--- src/rtl/ipsxe_floating_point_fma_result_resolve_v1_0_pkg.sv ---
// Shared floating-point constants for the FMA output stages: flag bit
// positions and builders for canonical qNaN, signed infinity and signed zero.
package ipsxe_floating_point_fma_result_resolve_v1_0_pkg;

  localparam int FLAG_W   = 3;
  localparam int FLAG_INV = 2;
  localparam int FLAG_OVF = 1;
  localparam int FLAG_UNF = 0;

  // Exponent field all ones, positioned above the mantissa.
  function automatic logic [63:0] fp_exp_ones(input int exp_w, input int man_w);
    return ((64'd1 << exp_w) - 64'd1) << man_w;
  endfunction

  // Canonical quiet NaN: sign 0, exponent all ones, mantissa MSB only.
  function automatic logic [63:0] fp_qnan(input int exp_w, input int man_w);
    return fp_exp_ones(exp_w, man_w) | (64'd1 << (man_w - 1));
  endfunction

  function automatic logic [63:0] fp_inf(input int exp_w, input int man_w, input logic sign);
    return fp_exp_ones(exp_w, man_w) | ({63'd0, sign} << (exp_w + man_w));
  endfunction

  function automatic logic [63:0] fp_zero(input int exp_w, input int man_w, input logic sign);
    return {63'd0, sign} << (exp_w + man_w);
  endfunction

endpackage

--- src/rtl/ipsxe_floating_point_fma_result_resolve_v1_0_if.sv ---
// Bundle of the resolver's upstream flags/operands, downstream handshake
// and status outputs. The block is the slave; its driver is the master.
interface ipsxe_floating_point_fma_result_resolve_v1_0_if #(
  parameter int EXP_WIDTH = 8,
  parameter int MAN_WIDTH = 23,
  parameter int CNT_WIDTH = 16
);
  localparam int W = 1 + EXP_WIDTH + MAN_WIDTH;

  logic                 i_aclken;
  logic                 i_valid;
  logic                 o_ready;
  logic                 i_set_result_0;
  logic                 i_set_result_c;
  logic                 i_set_result_nan;
  logic                 i_set_result_pinf;
  logic                 i_set_result_ninf;
  logic                 i_invalid_op;
  logic                 i_zero_sign;
  logic [W-1:0]         i_c;
  logic [W-1:0]         i_dp_result;
  logic                 i_dp_ovf;
  logic                 i_dp_unf;
  logic                 o_valid;
  logic                 i_ready;
  logic [W-1:0]         o_result;
  logic [2:0]           o_flags;
  logic                 i_status_clr;
  logic [2:0]           o_status;
  logic [CNT_WIDTH-1:0] o_invalid_cnt;

  modport slave (
    input  i_aclken, i_valid, i_set_result_0, i_set_result_c, i_set_result_nan,
           i_set_result_pinf, i_set_result_ninf, i_invalid_op, i_zero_sign,
           i_c, i_dp_result, i_dp_ovf, i_dp_unf, i_ready, i_status_clr,
    output o_ready, o_valid, o_result, o_flags, o_status, o_invalid_cnt
  );

  modport master (
    output i_aclken, i_valid, i_set_result_0, i_set_result_c, i_set_result_nan,
           i_set_result_pinf, i_set_result_ninf, i_invalid_op, i_zero_sign,
           i_c, i_dp_result, i_dp_ovf, i_dp_unf, i_ready, i_status_clr,
    input  o_ready, o_valid, o_result, o_flags, o_status, o_invalid_cnt
  );

endinterface

--- src/rtl/ipsxe_floating_point_skid_fifo2_v1_0.sv ---
// Two-entry valid/ready buffer with fully registered handshake outputs.
// A full buffer does not accept in the same cycle as a pop.
module ipsxe_floating_point_skid_fifo2_v1_0 #(
  parameter int DATA_W = 35
) (
  input  logic              clk,
  input  logic              rst,
  input  logic              en,
  input  logic              in_valid,
  output logic              in_ready,
  input  logic [DATA_W-1:0] in_data,
  output logic              out_valid,
  input  logic              out_ready,
  output logic [DATA_W-1:0] out_data
);

  logic [1:0]        cnt_q, cnt_d;
  logic              ready_q, ready_d;
  logic              valid_q, valid_d;
  logic [DATA_W-1:0] head_q, head_d;
  logic [DATA_W-1:0] tail_q, tail_d;
  logic              push, pop;

  // Occupancy bookkeeping and entry shifting for push/pop combinations.
  always_comb begin
    push   = in_valid & ready_q & en;
    pop    = valid_q & out_ready & en;
    cnt_d  = cnt_q;
    head_d = head_q;
    tail_d = tail_q;
    case ({push, pop})
      2'b10: begin
        cnt_d = cnt_q + 2'd1;
        if (cnt_q == 2'd0) head_d = in_data;
        else               tail_d = in_data;
      end
      2'b01: begin
        cnt_d  = cnt_q - 2'd1;
        head_d = tail_q;
      end
      // Simultaneous push/pop only happens with one entry held.
      2'b11:   head_d = in_data;
      default: ;
    endcase
    ready_d = (cnt_d != 2'd2);
    valid_d = (cnt_d != 2'd0);
  end

  // Buffer state registers; reset empties the buffer and zeroes the head.
  always_ff @(posedge clk) begin
    if (rst) begin
      cnt_q   <= 2'd0;
      ready_q <= 1'b1;
      valid_q <= 1'b0;
      head_q  <= '0;
      tail_q  <= '0;
    end else begin
      cnt_q   <= cnt_d;
      ready_q <= ready_d;
      valid_q <= valid_d;
      head_q  <= head_d;
      tail_q  <= tail_d;
    end
  end

  assign in_ready  = ready_q;
  assign out_valid = valid_q;
  assign out_data  = head_q;

endmodule

--- src/rtl/ipsxe_floating_point_fma_result_resolve_v1_0.sv ---
// FMA output resolver: overrides the datapath result with special-case
// values by priority, raises exception flags, buffers results and keeps
// sticky status plus a saturating invalid-result counter.
module ipsxe_floating_point_fma_result_resolve_v1_0
  import ipsxe_floating_point_fma_result_resolve_v1_0_pkg::*;
#(
  parameter int EXP_WIDTH = 8,
  parameter int MAN_WIDTH = 23,
  parameter int CNT_WIDTH = 16
) (
  input logic i_clk,
  input logic i_rst,
  ipsxe_floating_point_fma_result_resolve_v1_0_if.slave bus
);

  localparam int W = 1 + EXP_WIDTH + MAN_WIDTH;
  localparam logic [W-1:0] QNAN = W'(fp_qnan(EXP_WIDTH, MAN_WIDTH));

  logic [W-1:0]         res_word;
  logic [FLAG_W-1:0]    res_flags;
  logic [W+FLAG_W-1:0]  head_data;
  logic [FLAG_W-1:0]    head_flags;
  logic                 pop;
  logic [FLAG_W-1:0]    status_q, status_d;
  logic [CNT_WIDTH-1:0] inv_cnt_q, inv_cnt_d, cnt_base;

  // Priority override of the datapath result; only the winning case flags.
  always_comb begin
    res_word  = bus.i_dp_result;
    res_flags = '0;
    if (bus.i_set_result_nan) begin
      res_word            = QNAN;
      res_flags[FLAG_INV] = bus.i_invalid_op;
    end else if (bus.i_set_result_pinf) begin
      res_word = W'(fp_inf(EXP_WIDTH, MAN_WIDTH, 1'b0));
    end else if (bus.i_set_result_ninf) begin
      res_word = W'(fp_inf(EXP_WIDTH, MAN_WIDTH, 1'b1));
    end else if (bus.i_set_result_0) begin
      res_word = W'(fp_zero(EXP_WIDTH, MAN_WIDTH, bus.i_zero_sign));
    end else if (bus.i_set_result_c) begin
      res_word = bus.i_c;
    end else if (bus.i_dp_ovf) begin
      res_word            = W'(fp_inf(EXP_WIDTH, MAN_WIDTH, bus.i_dp_result[W-1]));
      res_flags[FLAG_OVF] = 1'b1;
    end else if (bus.i_dp_unf) begin
      res_word            = W'(fp_zero(EXP_WIDTH, MAN_WIDTH, bus.i_dp_result[W-1]));
      res_flags[FLAG_UNF] = 1'b1;
    end
  end

  ipsxe_floating_point_skid_fifo2_v1_0 #(
    .DATA_W(W + FLAG_W)
  ) u_fifo (
    .clk      (i_clk),
    .rst      (i_rst),
    .en       (bus.i_aclken),
    .in_valid (bus.i_valid),
    .in_ready (bus.o_ready),
    .in_data  ({res_word, res_flags}),
    .out_valid(bus.o_valid),
    .out_ready(bus.i_ready),
    .out_data (head_data)
  );

  assign head_flags    = head_data[FLAG_W-1:0];
  assign bus.o_result  = head_data[W+FLAG_W-1:FLAG_W];
  assign bus.o_flags   = head_flags;
  assign bus.o_status  = status_q;
  assign bus.o_invalid_cnt = inv_cnt_q;

  // Sticky status and invalid counter; a clear loses to a same-cycle pop.
  always_comb begin
    pop       = bus.o_valid & bus.i_ready & bus.i_aclken;
    status_d  = status_q;
    inv_cnt_d = inv_cnt_q;
    cnt_base  = inv_cnt_q;
    if (bus.i_aclken) begin
      cnt_base  = bus.i_status_clr ? '0 : inv_cnt_q;
      status_d  = (bus.i_status_clr ? '0 : status_q) | (pop ? head_flags : '0);
      inv_cnt_d = cnt_base;
      if (pop && head_flags[FLAG_INV] && (cnt_base != '1))
        inv_cnt_d = cnt_base + CNT_WIDTH'(1);
    end
  end

  // Status registers.
  always_ff @(posedge i_clk) begin
    if (i_rst) begin
      status_q  <= '0;
      inv_cnt_q <= '0;
    end else begin
      status_q  <= status_d;
      inv_cnt_q <= inv_cnt_d;
    end
  end

endmodule

--- src/flat_wrapper.sv ---
// flat-port wrapper written by rule: the top's interface ports become plain ports
module ipsxe_floating_point_fma_result_resolve_v1_0_flat import ipsxe_floating_point_fma_result_resolve_v1_0_pkg::*;
#(
  parameter int EXP_WIDTH = 8,
  parameter int MAN_WIDTH = 23,
  parameter int CNT_WIDTH = 16
)
  (i_clk, i_rst, bus_i_aclken, bus_i_valid, bus_i_set_result_0, bus_i_set_result_c, bus_i_set_result_nan, bus_i_set_result_pinf, bus_i_set_result_ninf, bus_i_invalid_op, bus_i_zero_sign, bus_i_c, bus_i_dp_result, bus_i_dp_ovf, bus_i_dp_unf, bus_i_ready, bus_i_status_clr, bus_o_ready, bus_o_valid, bus_o_result, bus_o_flags, bus_o_status, bus_o_invalid_cnt);
  ipsxe_floating_point_fma_result_resolve_v1_0_if #(.EXP_WIDTH(EXP_WIDTH), .MAN_WIDTH(MAN_WIDTH), .CNT_WIDTH(CNT_WIDTH)) bus_i ();
  input logic i_clk;
  input logic i_rst;
  input wire logic [$bits(bus_i.i_aclken)-1:0] bus_i_aclken;
  input wire logic [$bits(bus_i.i_valid)-1:0] bus_i_valid;
  input wire logic [$bits(bus_i.i_set_result_0)-1:0] bus_i_set_result_0;
  input wire logic [$bits(bus_i.i_set_result_c)-1:0] bus_i_set_result_c;
  input wire logic [$bits(bus_i.i_set_result_nan)-1:0] bus_i_set_result_nan;
  input wire logic [$bits(bus_i.i_set_result_pinf)-1:0] bus_i_set_result_pinf;
  input wire logic [$bits(bus_i.i_set_result_ninf)-1:0] bus_i_set_result_ninf;
  input wire logic [$bits(bus_i.i_invalid_op)-1:0] bus_i_invalid_op;
  input wire logic [$bits(bus_i.i_zero_sign)-1:0] bus_i_zero_sign;
  input wire logic [$bits(bus_i.i_c)-1:0] bus_i_c;
  input wire logic [$bits(bus_i.i_dp_result)-1:0] bus_i_dp_result;
  input wire logic [$bits(bus_i.i_dp_ovf)-1:0] bus_i_dp_ovf;
  input wire logic [$bits(bus_i.i_dp_unf)-1:0] bus_i_dp_unf;
  input wire logic [$bits(bus_i.i_ready)-1:0] bus_i_ready;
  input wire logic [$bits(bus_i.i_status_clr)-1:0] bus_i_status_clr;
  output wire logic [$bits(bus_i.o_ready)-1:0] bus_o_ready;
  output wire logic [$bits(bus_i.o_valid)-1:0] bus_o_valid;
  output wire logic [$bits(bus_i.o_result)-1:0] bus_o_result;
  output wire logic [$bits(bus_i.o_flags)-1:0] bus_o_flags;
  output wire logic [$bits(bus_i.o_status)-1:0] bus_o_status;
  output wire logic [$bits(bus_i.o_invalid_cnt)-1:0] bus_o_invalid_cnt;
  assign bus_i.i_aclken = bus_i_aclken;
  assign bus_i.i_valid = bus_i_valid;
  assign bus_i.i_set_result_0 = bus_i_set_result_0;
  assign bus_i.i_set_result_c = bus_i_set_result_c;
  assign bus_i.i_set_result_nan = bus_i_set_result_nan;
  assign bus_i.i_set_result_pinf = bus_i_set_result_pinf;
  assign bus_i.i_set_result_ninf = bus_i_set_result_ninf;
  assign bus_i.i_invalid_op = bus_i_invalid_op;
  assign bus_i.i_zero_sign = bus_i_zero_sign;
  assign bus_i.i_c = bus_i_c;
  assign bus_i.i_dp_result = bus_i_dp_result;
  assign bus_i.i_dp_ovf = bus_i_dp_ovf;
  assign bus_i.i_dp_unf = bus_i_dp_unf;
  assign bus_i.i_ready = bus_i_ready;
  assign bus_i.i_status_clr = bus_i_status_clr;
  assign bus_o_ready = bus_i.o_ready;
  assign bus_o_valid = bus_i.o_valid;
  assign bus_o_result = bus_i.o_result;
  assign bus_o_flags = bus_i.o_flags;
  assign bus_o_status = bus_i.o_status;
  assign bus_o_invalid_cnt = bus_i.o_invalid_cnt;
  ipsxe_floating_point_fma_result_resolve_v1_0 #(.EXP_WIDTH(EXP_WIDTH), .MAN_WIDTH(MAN_WIDTH), .CNT_WIDTH(CNT_WIDTH)) u_core (.i_clk(i_clk), .i_rst(i_rst), .bus(bus_i));
endmodule
--- config.mk ---
export PLATFORM = sky130hd
export DESIGN_NAME = ipsxe_floating_point_fma_result_resolve_v1_0_flat
export DESIGN_NICKNAME = d
export VERILOG_FILES = /design/src/rtl/ipsxe_floating_point_fma_result_resolve_v1_0_pkg.sv /design/src/rtl/ipsxe_floating_point_fma_result_resolve_v1_0_if.sv /design/src/rtl/ipsxe_floating_point_skid_fifo2_v1_0.sv /design/src/rtl/ipsxe_floating_point_fma_result_resolve_v1_0.sv /design/src/flat_wrapper.sv
export SDC_FILE = /design/constraint.sdc
export NUM_CORES = 1
export LEC_CHECK = 0
export CORE_ASPECT_RATIO = 1.5
export CORE_MARGIN = 2
export CORE_UTILIZATION = 40
export CTS_CLUSTER_DIAMETER = 100
export DETAILED_ROUTE_END_ITERATION = 8
export PLACE_DENSITY_LB_ADDON = 0.08
export SETUP_SLACK_MARGIN = 0.3
export SYNTH_ARGS = -nofsm -noshare
export SYNTH_HDL_FRONTEND = slang
export SYNTH_SLANG_ARGS = --single-unit
--- constraint.sdc ---
create_clock -name i_clk -period 2.96 [get_ports i_clk]
set_clock_uncertainty 0.1 [all_clocks]
set_input_delay 0.592 -clock i_clk [delete_from_list [all_inputs] [get_ports i_clk]]
set_output_delay 0.592 -clock i_clk [all_outputs]
set_load 0.005 [all_outputs]
==> report_table.html <==
<table>
<tr><th>Metric</th><th>Value</th></tr>
<tr><th colspan="2">Outcome</th></tr>
<tr><td>Run status</td><td>finished, final reports clean</td></tr>
<tr><th colspan="2">Layout</th></tr>
<tr><td>Area of all sequential standard cells</td><td>1860 sq um</td></tr>
<tr><td>Area of the multi-input gates</td><td>2960 sq um</td></tr>
<tr><td>Layout overhead on the synthesized area</td><td>34.9%</td></tr>
<tr><td>Filler cells</td><td>1159</td></tr>
<tr><td>Number of nets in the final layout</td><td>roughly 790</td></tr>
<tr><td>Fraction of layout instances using a drive strength above 1</td><td>between 10% and 20%</td></tr>
<tr><td>Fin area</td><td>6890 sq um</td></tr>
<tr><td>Antenna fix cells</td><td>0</td></tr>
<tr><th colspan="2">Synth</th></tr>
<tr><td>Unique cell type count in the Yosys netlist</td><td>between 60 and 70</td></tr>
<tr><td>Area fraction of the dominant cell type after synthesis</td><td>36.4%</td></tr>
<tr><td>Nets in the synthesized netlist</td><td>672</td></tr>
<tr><td>Post-Synthesis Cells</td><td>589</td></tr>
<tr><td>Average footprint of a synthesized cell</td><td>8.68 sq um</td></tr>
<tr><td>Most frequently used flop master after synthesis</td><td>sky130_fd_sc_hd__dfxtp_1</td></tr>
<tr><td>Number of register bits inferred by synthesis</td><td>just over 90</td></tr>
<tr><td>Most frequent cell after synthesis</td><td>sky130_fd_sc_hd__dfxtp_1</td></tr>
<tr><td>Ranking of synthesized cells by area</td><td>sky130_fd_sc_hd__dfxtp_1, sky130_fd_sc_hd__a211oi_2, sky130_fd_sc_hd__a211oi_1</td></tr>
<tr><td>Total of warnings raised by yosys</td><td>0</td></tr>
<tr><td>Sequential element share of the synthesized area</td><td>36.4%</td></tr>
<tr><td>Number of flops mapped to enable cells by yosys</td><td>0</td></tr>
<tr><td>FFs w/ async S/R, synth</td><td>0%</td></tr>
<tr><td>Most frequent cells after synthesis</td><td>sky130_fd_sc_hd__dfxtp_1, sky130_fd_sc_hd__nor2_1, sky130_fd_sc_hd__nand2_1</td></tr>
<tr><td>Library cell occupying the most area in the post-synthesis netlist</td><td>sky130_fd_sc_hd__dfxtp_1</td></tr>
<tr><td>Post-synthesis instance area</td><td>approximately 5000 sq um</td></tr>
<tr><th colspan="2">Critical path</th></tr>
<tr><td>Sequence of cells on the critical path</td><td>clkdlybuf4s50_1 &gt; nor2b_1 &gt; ha_1 &gt; nand4b_2 &gt; or3_1 &gt; o211ai_1 &gt; mux2_2</td></tr>
<tr><td>Largest stage delay on the critical path</td><td>0.50 ns</td></tr>
<tr><td>Launching element type of the critical path</td><td>primary input</td></tr>
<tr><td>Setup crit end kind</td><td>register</td></tr>
<tr><td>Largest fanout of any net on the critical path</td><td>5</td></tr>
<tr><td>Cell family contributing the most delay on the critical path</td><td>simple AND/OR/NAND/NOR gates</td></tr>
<tr><td>Critical Path Stages</td><td>7</td></tr>
<tr><td>CP max stage cell</td><td>sky130_fd_sc_hd__clkdlybuf4s50_1</td></tr>
<tr><td>Worst r2r path cells</td><td>6</td></tr>
<tr><td>Type of the worst setup path</td><td>in2reg</td></tr>
<tr><td>Worst Path Buf+Inv</td><td>1</td></tr>
<tr><td>Critical path data required time</td><td>3.10 ns</td></tr>
<tr><td>Worst EP arrival</td><td>2.68 ns</td></tr>
<tr><th colspan="2">Clock network</th></tr>
<tr><td>Hold-fix buffer count after cts</td><td>0</td></tr>
<tr><td>Number of buffers created by CTS</td><td>9</td></tr>
<tr><td>Clock tree from TritonCTS</td><td>done</td></tr>
<tr><td>Source-to-sink clock delay at the later pin of the worst-skew pair</td><td>0.35 ns</td></tr>
<tr><td>Clock edge transition at the registers on the reported setup and hold paths</td><td>approximately 0.070 ns</td></tr>
<tr><td>Maximum number of buffers from clock root to sink</td><td>2</td></tr>
<tr><td>Root buffer selected by CTS</td><td>sky130_fd_sc_hd__clkbuf_16</td></tr>
<tr><td>Max H-tree Level</td><td>3</td></tr>
<tr><td>Clock sinks</td><td>93</td></tr>
<tr><td>Number of setup buffers added after CTS</td><td>0</td></tr>
<tr><th colspan="2">Drt</th></tr>
<tr><td>Total wire length after detailed routing</td><td>14.6 mm</td></tr>
<tr><td>Total via count in the routed design</td><td>5009</td></tr>
<tr><td>Antenna Nets Post-Route</td><td>0</td></tr>
<tr><td>Iteration count of the initial detailed-routing pass</td><td>4</td></tr>
<tr><td>Via density per instance</td><td>~5.8</td></tr>
<tr><td>1st-iter DRT viols</td><td>208</td></tr>
<tr><td>Avg WL per Cell</td><td>16.9 um</td></tr>
<tr><td>DRC violations left</td><td>0</td></tr>
<tr><th colspan="2">Floorplanning</th></tr>
<tr><td>Initial cell density of the core</td><td>41.1%</td></tr>
<tr><td>Horizontal die dimension</td><td>96.3 um</td></tr>
<tr><td>Placeable Area</td><td>12400 sq um</td></tr>
<tr><td>Number of top-level design ports</td><td>135</td></tr>
<tr><td>Standard-cell row count</td><td>50</td></tr>
<tr><td>Die area</td><td>13700 sq um</td></tr>
<tr><td>Die extent in y</td><td>142 um</td></tr>
<tr><th colspan="2">GRT</th></tr>
<tr><td>GRT Util Overall</td><td>between 20 and 25%</td></tr>
<tr><td>Most utilized layer in the global route result</td><td>met2</td></tr>
<tr><td>Global-route wire length before repair</td><td>roughly 24 mm</td></tr>
<tr><td>Vias in the first global route</td><td>4880</td></tr>
<tr><td>GR Overflow Total</td><td>0</td></tr>
<tr><td>Met1 usage in global routing</td><td>27.0%</td></tr>
<tr><td>Antenna violations before repair</td><td>0</td></tr>
<tr><td>Grt met2 use</td><td>37.5%</td></tr>
<tr><td>Maximum number of pins on one net before global-route repair</td><td>80</td></tr>
<tr><td>Met3 track demand over resource</td><td>3.55%</td></tr>
<tr><th colspan="2">Run</th></tr>
<tr><td>Number of max-capacitance violations reported</td><td>0</td></tr>
<tr><th colspan="2">Power and ir drop</th></tr>
<tr><td>Sw frac</td><td>26.2%</td></tr>
<tr><td>Clock network fraction of design power</td><td>37.5%</td></tr>
<tr><td>Switching pwr</td><td>0.828 mW</td></tr>
<tr><td>Power share of the sequential group</td><td>43.3%</td></tr>
<tr><td>P per Cell Area</td><td>~460 nW/um^2</td></tr>
<tr><td>Worst IR Drop VDD</td><td>0.000258 V</td></tr>
<tr><td>Leakage</td><td>2.44 nW</td></tr>
<tr><td>Cell-internal power</td><td>2.33 mW</td></tr>
<tr><td>Share of power burned in combinational logic</td><td>19.1%</td></tr>
<tr><th colspan="2">Timing</th></tr>
<tr><td>Final period demand of the worst path</td><td>2.54 ns</td></tr>
<tr><td>Max Clock Freq</td><td>0.394 GHz</td></tr>
<tr><td>Period utilization</td><td>85.8%</td></tr>
<tr><td>Setup repair after global routing missed its margin</td><td>false</td></tr>
<tr><td>Final sum of negative setup slack</td><td>0 ns</td></tr>
<tr><td>Slew Viols, Final</td><td>0</td></tr>
<tr><td>Final setup violating endpoints</td><td>0</td></tr>
<tr><td>Max-slew headroom at the worst pin</td><td>41.0%</td></tr>
<tr><td>Transition at the pin with the smallest max-transition slack</td><td>a little under 0.9 ns</td></tr>
<tr><td>Final hold violation count</td><td>0</td></tr>
<tr><th colspan="2">Placed design</th></tr>
<tr><td>Detailed Place HPWL</td><td>about 10 mm</td></tr>
<tr><td>RD Place Congestion</td><td>between 0.8 and 0.9</td></tr>
<tr><td>Count of input and output buffers</td><td>134</td></tr>
<tr><td>Total cell area at the placement stage</td><td>6580 sq um</td></tr>
<tr><th colspan="2">Hold path</th></tr>
<tr><td>Worst hold path cell count</td><td>2</td></tr>
<tr><td>Type of the tightest min-delay check</td><td>reg2reg</td></tr>
</table>
## tightest hold or removal path, stage by stage, from the launching register on
cell	delay, ns
sky130_fd_sc_hd__dfxtp_1	0.31
sky130_fd_sc_hd__nand2_1	0.05
sky130_fd_sc_hd__a21oi_1	0.05
## cell families (layout without fill, tap and decap cells)
group | count (synthesis) | after routing | share of synthesized area [%]
AND/OR/NAND/NOR | 234 | 234 | 26.3
multiplexers | 12 | 12 | 2.45
AO/OA/AOI/OAI | 174 | 174 | 27.2
buffers and inverters | 70 | 189 | 6.29
flip-flops | 93 | 93 | 36.4
XOR/XNOR | 2 | 2 | 0.343
adder cells (fa/ha/maj) | 4 | 4 | 0.979
## state kept, by name (all words and copies together) (netlist names)
register,flops
u_core.u_fifo.out_data,35
u_core.u_fifo.tail_q,35
u_core.bus.o_status,3
u_core.bus.o_invalid_cnt,16
u_core.u_fifo.out_valid,1
u_core.u_fifo.cnt_q,2
u_core.u_fifo.in_ready,1
## cell type report
cell class                      instances  area share (%)
Clock inverter                          3           0.635
Clock buffer                           13            3.77
Sequential cell                        93            27.0
Inverter                               14           0.817
Multi-Input combinational cell        426            42.9
Tap cell                              156            2.83
Timing Repair Buffer                  159            22.0
## routing by layer
layer | vias to the layer above | share of wire [%]
met1 | 2434 | 42
met5 | - | 0
li1 | 2435 | -
met3 | 16 | 3.8
met4 | 0 | 1.3
met2 | 124 | 53
## metrics by stage
step | total power [mW] | utilization, % | instances | hold slack [ns] | setup WS [ns]
detailed placement | 2.01 | 52.9 | 848 | 0.351 | 0.0693
global route | 3.30 | 55.4 | 864 | 0.376 | 0.303
floorplan | 1.69 | - | 589 | 0.337 | 0.521
global placement | 1.99 | 52.9 | 848 | 0.344 | 0.0809
finish | 3.16 | 55.4 | 864 | 0.358 | 0.421
CTS | 3.19 | 55.3 | 864 | 0.360 | 0.420
## worst paths after layout
path                                             startpoint                            to  slack, ns
worst max-delay path                       bus_i_status_clr  u_core.bus.o_invalid_cnt[15]       0.42
worst min-delay path               u_core.u_fifo.tail_q[34]      u_core.u_fifo.tail_q[34]       0.36
worst max register to register  u_core.bus.o_invalid_cnt[1]  u_core.bus.o_invalid_cnt[15]       0.75
worst min register to register     u_core.u_fifo.tail_q[34]      u_core.u_fifo.tail_q[34]       0.36
## timing repair
item / in CTS / in global routing
resized for setup: 0 / 3
hold endpoints to repair: 0 / 0
setup endpoints to repair: 0 / 7
## power groups by stage
stage / Clock [mW] / Sequential, mW / Combinational, mW
2_1_floorplan: 0 / 1.39 / 0.299
3_3_place_gp: 0 / 1.40 / 0.597
3_5_place_dp: 0 / 1.40 / 0.608
4_1_cts: 1.21 / 1.37 / 0.610
5_1_grt: 1.26 / 1.38 / 0.663
6_report: 1.19 / 1.37 / 0.605
## cell usage in the layout, fill, tap and decap left out, types with 3 or more instances in the layout
cell type                         count
sky130_fd_sc_hd__a211oi_1            44
sky130_fd_sc_hd__a211oi_2            27
sky130_fd_sc_hd__a21o_1               3
sky130_fd_sc_hd__a21oi_1             45
sky130_fd_sc_hd__a221oi_1             8
sky130_fd_sc_hd__a31oi_1              4
sky130_fd_sc_hd__and4b_1              3
sky130_fd_sc_hd__buf_4               25
sky130_fd_sc_hd__clkbuf_16            9
sky130_fd_sc_hd__clkdlybuf4s50_1    132
sky130_fd_sc_hd__dfxtp_1             93
sky130_fd_sc_hd__ha_1                 3
sky130_fd_sc_hd__inv_1               12
sky130_fd_sc_hd__mux2_2               4
sky130_fd_sc_hd__mux2i_1              8
sky130_fd_sc_hd__nand2_1             59
sky130_fd_sc_hd__nand2b_1            10
sky130_fd_sc_hd__nand3_1             15
sky130_fd_sc_hd__nand4_1              3
sky130_fd_sc_hd__nor2_1              64
sky130_fd_sc_hd__nor2b_1              3
sky130_fd_sc_hd__nor3_1              24
sky130_fd_sc_hd__nor3_2               5
sky130_fd_sc_hd__nor4_1               3
sky130_fd_sc_hd__o211ai_1             8
sky130_fd_sc_hd__o21ai_0              4
sky130_fd_sc_hd__o221a_2              8
sky130_fd_sc_hd__o221ai_1             8
sky130_fd_sc_hd__or4_1                3
sky130_fd_sc_hd__or4b_1               8
sky130_fd_sc_hd__or4b_4              12
(Power assumes the default switching activity.)
